<file path="src/rtl/muldiv_unit.sv">
// Iterative RV32M multiply/divide unit: 32-step shift-add multiply or restoring
// divide on magnitudes, then a one-cycle sign/special-case fix-up and a done pulse.
module muldiv_unit #(
  parameter int XLEN = 32
) (
  input  logic            clk,
  input  logic            rst,
  input  logic            start,
  input  logic [2:0]      funct3,
  input  logic [XLEN-1:0] rs1_data,
  input  logic [XLEN-1:0] rs2_data,
  input  logic [4:0]      rd_in,
  output logic            busy,
  output logic            done,
  output logic            we_out,
  output logic [4:0]      rd_out,
  output logic [XLEN-1:0] result
);

  typedef enum logic [1:0] {IDLE, CALC, FIX, DONE} state_t;

  localparam logic [5:0]      LAST    = 6'(XLEN - 1);
  localparam logic [XLEN-1:0] ALL_ONE = '1;
  localparam logic [XLEN-1:0] MIN_NEG = {1'b1, {(XLEN-1){1'b0}}};

  function automatic logic [XLEN-1:0] cond_neg(input logic [XLEN-1:0] v, input logic n);
    return n ? (~v + 1'b1) : v;
  endfunction

  function automatic logic [2*XLEN-1:0] cond_neg_wide(input logic [2*XLEN-1:0] v, input logic n);
    return n ? (~v + 1'b1) : v;
  endfunction

  state_t              state;
  logic [5:0]          cnt;
  logic [2:0]          op_q;
  logic [4:0]          rd_q;
  logic [XLEN-1:0]     a_raw;
  logic [XLEN-1:0]     m;
  logic [2*XLEN-1:0]   acc;
  logic                b_zero;
  logic                ovf;
  logic                neg_res;
  logic                neg_rem;

  logic                is_div_in;
  logic                sa_in;
  logic                sb_in;
  logic                neg_a_in;
  logic                neg_b_in;
  logic [XLEN-1:0]     a_mag_in;
  logic [XLEN-1:0]     b_mag_in;

  logic [XLEN:0]       mul_sum;
  logic [2*XLEN-1:0]   mul_next;
  logic [XLEN:0]       rem_sh;
  logic [XLEN:0]       div_diff;
  logic [2*XLEN-1:0]   div_next;

  logic [2*XLEN-1:0]   prod;
  logic [XLEN-1:0]     quo;
  logic [XLEN-1:0]     rem;
  logic [XLEN-1:0]     fix_res;

  // Operand signedness: MUL/MULH signed x signed, MULHSU signed x unsigned,
  // MULHU unsigned; DIV/REM signed, DIVU/REMU unsigned.
  always_comb begin
    is_div_in = funct3[2];
    sa_in     = is_div_in ? ~funct3[0] : (funct3 != 3'b011);
    sb_in     = is_div_in ? ~funct3[0] : ~funct3[1];
    neg_a_in  = sa_in & rs1_data[XLEN-1];
    neg_b_in  = sb_in & rs2_data[XLEN-1];
    a_mag_in  = cond_neg(rs1_data, neg_a_in);
    b_mag_in  = cond_neg(rs2_data, neg_b_in);
  end

  // One iteration step: acc = {hi, lo}; multiply keeps the multiplier in lo and
  // shifts the partial product in from the top, divide shifts the quotient in at bit 0.
  always_comb begin
    mul_sum  = {1'b0, acc[2*XLEN-1:XLEN]} + (acc[0] ? {1'b0, m} : {(XLEN+1){1'b0}});
    mul_next = {mul_sum, acc[XLEN-1:1]};
    rem_sh   = {acc[2*XLEN-1:XLEN], acc[XLEN-1]};
    div_diff = rem_sh - {1'b0, m};
    div_next = div_diff[XLEN] ? {rem_sh[XLEN-1:0], acc[XLEN-2:0], 1'b0}
                              : {div_diff[XLEN-1:0], acc[XLEN-2:0], 1'b1};
  end

  always_comb begin
    prod    = cond_neg_wide(acc, neg_res);
    quo     = cond_neg(acc[XLEN-1:0], neg_res);
    rem     = cond_neg(acc[2*XLEN-1:XLEN], neg_rem);
    fix_res = '0;
    case (op_q)
      3'b000:                 fix_res = prod[XLEN-1:0];
      3'b001, 3'b010, 3'b011: fix_res = prod[2*XLEN-1:XLEN];
      3'b100, 3'b101:         fix_res = b_zero ? ALL_ONE : (ovf ? MIN_NEG : quo);
      default:                fix_res = b_zero ? a_raw : (ovf ? '0 : rem);
    endcase
  end

  // Datapath registers carry no reset; they are always reloaded on acceptance.
  always_ff @(posedge clk) begin
    if (state == IDLE && start) begin
      op_q    <= funct3;
      rd_q    <= rd_in;
      a_raw   <= rs1_data;
      b_zero  <= (rs2_data == '0);
      ovf     <= funct3[2] & ~funct3[0] & (rs1_data == MIN_NEG) & (rs2_data == ALL_ONE);
      neg_res <= neg_a_in ^ neg_b_in;
      neg_rem <= neg_a_in;
      if (funct3[2]) begin
        acc <= {{XLEN{1'b0}}, a_mag_in};
        m   <= b_mag_in;
      end else begin
        acc <= {{XLEN{1'b0}}, b_mag_in};
        m   <= a_mag_in;
      end
    end else if (state == CALC) begin
      acc <= op_q[2] ? div_next : mul_next;
    end
  end

  always_ff @(posedge clk) begin
    if (rst) begin
      state  <= IDLE;
      cnt    <= '0;
      busy   <= 1'b0;
      done   <= 1'b0;
      we_out <= 1'b0;
      rd_out <= '0;
      result <= '0;
    end else begin
      case (state)
        IDLE: begin
          done   <= 1'b0;
          we_out <= 1'b0;
          if (start) begin
            state <= CALC;
            busy  <= 1'b1;
            cnt   <= '0;
          end
        end
        CALC: begin
          cnt <= cnt + 6'd1;
          if (cnt == LAST) state <= FIX;
        end
        FIX: begin
          result <= fix_res;
          rd_out <= rd_q;
          done   <= 1'b1;
          we_out <= (rd_q != 5'd0);
          busy   <= 1'b0;
          state  <= DONE;
        end
        DONE: begin
          done   <= 1'b0;
          we_out <= 1'b0;
          state  <= IDLE;
        end
        default: state <= IDLE;
      endcase
    end
  end

endmodule

</file>
<file path="config.mk">
export PLATFORM = sky130hd
export DESIGN_NAME = muldiv_unit
export DESIGN_NICKNAME = d
export VERILOG_FILES = /design/src/rtl/muldiv_unit.sv
export SDC_FILE = /design/constraint.sdc
export NUM_CORES = 1
export LEC_CHECK = 0
export ABC_AREA = 1
export CAP_MARGIN = 40
export CORE_MARGIN = 2
export CORE_UTILIZATION = 50
export DETAILED_ROUTE_END_ITERATION = 10
export PLACE_DENSITY = 0.69
export RECOVER_POWER = 50
export SLEW_MARGIN = 20
export SYNTH_ARGS = -nofsm -noshare
export SYNTH_HDL_FRONTEND = slang
export SYNTH_SLANG_ARGS = --single-unit
export TNS_END_PERCENT = 100
</file>
<file path="constraint.sdc">
create_clock -name clk -period 5.5 [get_ports clk]
set_clock_uncertainty 0.05 [all_clocks]
set_input_delay 1.1 -clock clk [delete_from_list [all_inputs] [get_ports clk]]
set_output_delay 1.1 -clock clk [all_outputs]
set_load 0.005 [all_outputs]
</file>
======== After elaboration in Yosys (flattened, before gate mapping) ========
Cells that the tools add are included.
storage, ports and cells
  memories kept ........................... 0
  register bits ........................... 188
  latch bits .............................. 0
  bits in read-only memories .............. 0
  word-level logic and storage cells ...... 94
  memory bits (writable) .................. 0
operators by class
  multipliers ............................. 0
  $add $sub $neg .......................... 8
  bitwise gates (word level) .............. 13
  reduce and logical (&&, ||, !) cells .... 15
  equal/unequal tests ..................... 14
  multiplexer cells ....................... 28
  $lt $le $gt $ge ......................... 0
  divide/modulo/power cells ............... 0
  shift operators ......................... 0
operator list
  operator               count
  $mux 32                11
  $mux 64                5
  $add 32x1->32 const B  4
  $not 32->32            4
  $pmux 32 s3            1
  $add 64x1->64 const B  1
  $eq 32x32->1 const B   2
  $not 64->64            1
  $add 32x32->33         1
  $sub 33x32->33         1
  $logic_not 32->1       1
  $pmux 6 s2             1
  $pmux 2 s4             1
  $reduce_bool 2->1      4
  $add 6x1->6 const B    1
  $eq 3x2->1 const B     2
  $eq 3x3->1 const B     2
  $eq 6x5->1 const B     1
  $mux 6                 1
  $pmux 1 s2             3
  $reduce_and 2->1       3
  $and 1x1->1            5
  $reduce_bool 5->1      1
  $eq 2x2->1 const B     2
  14 further kinds       19

======== Longest topological paths before layout ========
  depth in word-level cells ............... 6
  mapped depth ............................ 19
  depth with buffers taken out ............ 18

======== Least setup slack after synthesis ========
OpenSTA, ideal clock, no wires.
  path kind ............................... input to register
  from .................................... input port start
  to ...................................... register a_raw[0], enable pin
  setup slack ............................. 1.105 ns
  arrival ................................. 3.875 ns
  cell stages on the path ................. 4
  library setup time ...................... 0.471 ns
  data required time ...................... 4.979 ns
  path buffers ............................ 2
  cell sequence ........................... nand2_1 > inv_1 > clkbuf_1 > buf_1
on the way
  cells in the longest elaborated chain, start to end .. 1
RTL lines
  what                  RTL line  source
  from (decl)           8         input logic start,
  $logic_and 1x1->1     103       if (state == IDLE && start) begin
  to (signal assigned)  106       a_raw <= rs1_data;
  to (decl)             38        logic [XLEN-1:0] a_raw;
Every way passes these cells.
A chain may end at the register's enable or synchronous reset.

======== Worst setup path in the final report ========
  from .................................... input port start
  to ...................................... register acc[24], data pin
on the way
  cells in the longest elaborated chain, start to end .. 2
RTL lines
  what                  RTL line  source
  $logic_and 1x1->1     103
  $mux 64               103
  to (signal assigned)  112       acc <= {{XLEN{1'b0}}, a_mag_in};
  to (signal assigned)  115       acc <= {{XLEN{1'b0}}, b_mag_in};
  to (signal assigned)  119       acc <= op_q[2] ? div_next : mul_next;
  to (decl)             40        logic [2*XLEN-1:0] acc;
Every way passes these cells.

==> out/qor_table.md <==
| Group | Quantity | This run |
| --- | --- | --- |
| sta | Total negative slack for setup checks | 0 ns |
| final layout | Leading cell type in the layout, fill and taps excluded | sky130_fd_sc_hd__nand2_1 |
| final layout | Top library cells by usage in the layout, fill and taps aside | sky130_fd_sc_hd__nand2_1, sky130_fd_sc_hd__inv_1, sky130_fd_sc_hd__nor2_1 |
| status | Outcome | finished with violations |
| clock network | Hold Buf Count CTS | 0 |
| global routing | Global-route wire length before repair | 121 mm |
| sta | Slew headroom | -0.330 |
| clock network | CTS root buf | sky130_fd_sc_hd__clkbuf_16 |
| die | Core region area | 37400 um^2 |
| final layout | Post-route cell area | 21000 um^2 |
| setup path | Ordered list of cells on the worst path | dlygate4sd3_1 > nand2_1 > clkbuf_1 > inv_4 > buf_4 > o211ai_1 > nand2_1 |
| status | Violations in the final reports | capacitance limit, slew limit |
| final layout | Layout-stage area growth over the synthesis result | 11.5% |
| sta | Post-route fraction of the period consumed by the critical path | 0.831 |
| synth | Number of instances in the synthesized netlist | 3141 |
| synth | Most common flop cell mapped by yosys | sky130_fd_sc_hd__edfxtp_1 |
| synth | Yosys top cell by area | sky130_fd_sc_hd__edfxtp_1 |
| power and ir drop | Total power draw | 12.3 mW |
| setup path | Critical path endpoint category | flop |
| clock network | Post-CTS setup buffer count | 0 |
| route | Number of detailed-routing iterations run before antenna repair | 6 |
| global routing | Total gr overflow | 0 |
| setup path | Max stage delay cell, worst path | sky130_fd_sc_hd__clkbuf_1 |
| setup path | Number of stages on the worst setup path | 7 |
| synth | Post-synthesis async set-or-reset flop share | 0 |
| setup path | Crit path max-delay family | buffers and inverters |
| flow run | Max capacitance violation total | 2 |
| setup path | Startpoint-to-endpoint class of the critical path | input pin to flop |
| clock network | Max Buffers Root-to-Sink | 2 |
| die | Floorplan die height | 198 um |
| power and ir drop | Pwr/cell area | 586 nW/um^2 |
| synth | Cell area after technology mapping | 18900 um^2 |
| setup path | CP Buf/Inv Count | 4 |
| hold path | Number of cells on the worst hold path | 2 |
| hold path | Type of the worst min-delay path | flop to flop |
| clock network | Clock tree from TritonCTS | yes |
| die | Area enclosed by the die boundary | 39300 um^2 |
| clock network | Worst-skew pair later-pin latency | 0.48 ns |
| setup path | Most Frequent Cell on Critical Path | sky130_fd_sc_hd__nand2_1 |
| power and ir drop | Worst IR drop on VDD | 267 uV |
| route | Detail Route Antenna Nets | 0 |
| place | Count of port buffers added during placement | 114 |
| place | RePlAce Congestion | 1.10 |
| synth | Synth Warn # | 0 |
| setup path | Delay of the slowest cell on the worst path | 1.32 ns |
| synth | Post-synth EDFFs | 140 |
| synth | Synth area leaders | sky130_fd_sc_hd__edfxtp_1, sky130_fd_sc_hd__nand2_1, sky130_fd_sc_hd__inv_1 |
| power and ir drop | P_leak | 10.0 nW |
| route | Vias/cell | 5.90 |
| synth | Library cells used by synthesis | 48 |
| clock network | PostCTS Resize Cnt | 0 |
| power and ir drop | Sequential cell fraction of total power | 0.250 |
| global routing | Largest net degree at the start of global routing | 76 |
| place | Half-perimeter wire length of the detailed placement result | 65.6 mm |
| power and ir drop | Clk network pwr share | 0.110 |
| synth | Portion of the post-synthesis area used by sequential elements | 0.274 |
| sta | FMAX | 0.219 GHz |
| synth | Post-synth top area share | 0.223 |
| die | Ports placed on the boundary | 115 |
| clock network | Total number of H-tree levels | 4 |
| power and ir drop | Cell internal pwr | 5.34 mW |
| power and ir drop | Switch share | 0.567 |
| final layout | Filler cell count | 3870 |
| global routing | Total track usage | 0.415 |
| clock network | CTS sink cnt | 188 |
| setup path | Worst Setup Start Kind | input pin |
| synth | Register bit total from synthesis | 188 |
| route | Number of remaining DRC errors | 0 |
| die | Placement row count | 71 |
| sta | Final-report hold violation count | 0 |
| route | Total via count in the routed design | 22000 |
| route | Final routed wirelength across all metal layers | 81.0 mm |
| die | Effective utilization at floorplan | 0.505 |
| sta | RSZ-0062 raised after global routing | false |
| synth | Mapped Avg Cell Area | 6.01 um^2 |
| place | Area of placed instances | 20400 um^2 |
| final layout | Ratio of cells with drive above 1 in the final layout | 0.0308 |
| final layout | N_diodes | 0 |
| clock network | Total clock buffers created by CTS | 17 |
| route | DR iter-0 viols | 2900 |
| setup path | Data arrival, critical path | 4.74 ns |
| sta | Pins over their slew limit | 79 |
| power and ir drop | Power dissipated by switching net loads | 7.00 mW |
| global routing | Number of antenna violations at the first check in global routing | 0 |
| synth | Post-Syn Nets | 3292 |
| setup path | Crit path required time | 5.67 ns |
| route | Average wire per cell in the routed design | 21.7 um |
| sta | Worst Tran Pin Value | 1.99 ns |
| sta | Worst hold slack | 0.413 ns |
| power and ir drop | Combinational Power Share | 0.640 |
| setup path | Worst R2R Path Depth | 8 |
| clock network | Clock transition at the registers of the reported paths | 0.09 ns |
| final layout | Number of nets in the final layout | 3355 |
| sta | Crit path time final | 4.57 ns |
| setup path | Highest fanout seen on the critical path | 67 |
| sta | Final setup violation count | 0 |
| die | Die extent in x | 198 um |
| global routing | Number of global-route vias before repair | 20700 |
-- worst paths after layout --
path         slack [ns]  startpoint  endpoint
min                0.41      we_out    we_out
max                0.93       start   acc[24]
min reg2reg        0.41      we_out    we_out
max reg2reg        1.45    state[0]   acc[24]
-- layer usage --
metal / track usage / vias to the layer above / share of wire
li1: - / 10300 / -
met1: 0.503 / 10000 / 0.38
met2: 0.657 / 1311 / 0.44
met3: 0.100 / 324 / 0.10
met4: 0.274 / 0 / 0.078
met5: 0 / - / 0
-- sequential cells by signal, indices dropped and copies added (netlist names) --
signal and flops:
busy 1, result 32, acc 64, op_q 3
neg_rem 1, ovf 1, cnt 6, a_raw 32
rd_out 5, m 32, neg_res 1, b_zero 1
done 1, we_out 1, rd_q 5, state 2
-- power groups by stage --
stage	sequential, mW	clock (mW)	combinational [mW]
global placement	3.05	0	7.53
global route	3.09	1.40	8.70
floorplan	2.64	0	5.36
detailed placement	3.06	0	7.64
finish	3.08	1.36	7.90
CTS	3.04	1.35	7.69
-- final cells by class --
| type | count | area, um^2 | area share |
|---|---|---|---|
| repair buffers | 140 | 1330 | 0.0630 |
| well taps | 511 | 639 | 0.0304 |
| clock buffers | 17 | 425 | 0.0202 |
| flip-flops and latches | 188 | 5160 | 0.245 |
| multi-input cells | 2412 | 11600 | 0.552 |
| clock inverters | 15 | 195 | 0.00928 |
| inverters | 445 | 1670 | 0.0795 |
-- worst register-to-register path, stage by stage (launching register included) --
cell and delay, ns:
sky130_fd_sc_hd__dfxtp_1 0.39, sky130_fd_sc_hd__inv_1 0.08, sky130_fd_sc_hd__ha_1 0.24, sky130_fd_sc_hd__nand2_1 0.07, sky130_fd_sc_hd__clkbuf_1 1.32, sky130_fd_sc_hd__inv_4 0.77
sky130_fd_sc_hd__buf_4 0.53, sky130_fd_sc_hd__o211ai_1 0.25, sky130_fd_sc_hd__nand2_1 0.12
-- cells in the mapped netlist (4+ instances only) --
| cell type | count |
|---|---|
| sky130_fd_sc_hd__and2_1 | 10 |
| sky130_fd_sc_hd__inv_2 | 4 |
| sky130_fd_sc_hd__nor2_1 | 338 |
| sky130_fd_sc_hd__a31oi_1 | 22 |
| sky130_fd_sc_hd__nand4_1 | 42 |
| sky130_fd_sc_hd__nand3_1 | 302 |
| sky130_fd_sc_hd__ha_1 | 74 |
| sky130_fd_sc_hd__a21oi_1 | 270 |
| sky130_fd_sc_hd__nand2_1 | 985 |
| sky130_fd_sc_hd__xor2_1 | 46 |
| sky130_fd_sc_hd__clkbuf_1 | 62 |
| sky130_fd_sc_hd__xnor2_1 | 17 |
| sky130_fd_sc_hd__nand2_2 | 10 |
| sky130_fd_sc_hd__nand3b_1 | 12 |
| sky130_fd_sc_hd__o21a_1 | 4 |
| sky130_fd_sc_hd__buf_6 | 5 |
| sky130_fd_sc_hd__nor2_2 | 10 |
| sky130_fd_sc_hd__buf_2 | 14 |
| sky130_fd_sc_hd__nor3_1 | 27 |
| sky130_fd_sc_hd__o211ai_1 | 21 |
| sky130_fd_sc_hd__a21o_1 | 7 |
| sky130_fd_sc_hd__dfxtp_1 | 48 |
| sky130_fd_sc_hd__o21bai_1 | 8 |
| sky130_fd_sc_hd__or2_2 | 10 |
| sky130_fd_sc_hd__o21ai_0 | 157 |
| sky130_fd_sc_hd__inv_1 | 439 |
| sky130_fd_sc_hd__buf_1 | 13 |
| sky130_fd_sc_hd__edfxtp_1 | 140 |
| sky130_fd_sc_hd__o21ai_1 | 6 |
| sky130_fd_sc_hd__a21boi_0 | 7 |
-- metrics by stage --
stage / utilization / cells / setup WS [ns]
2_1_floorplan: - / 3141 / 1.10
3_3_place_gp: 0.546 / 3693 / 1.72
3_5_place_dp: 0.547 / 3696 / 1.72
4_1_cts: 0.563 / 3728 / 2.21
5_1_grt: 0.563 / 3728 / 0.960
6_report: 0.563 / 3728 / 0.932
-- cell families after synthesis --
family                     after synthesis  synth area share
DFF                                    188             0.274
and+or+nand+nor                       1762             0.390
buffers and inverters                  541             0.111
xor gates and xnor gates                63            0.0292
adders and majority gates               76            0.0512
muxes                                    2           0.00106
AOI/OAI and AO/OA                      509             0.144
(Power assumes the default switching activity.)
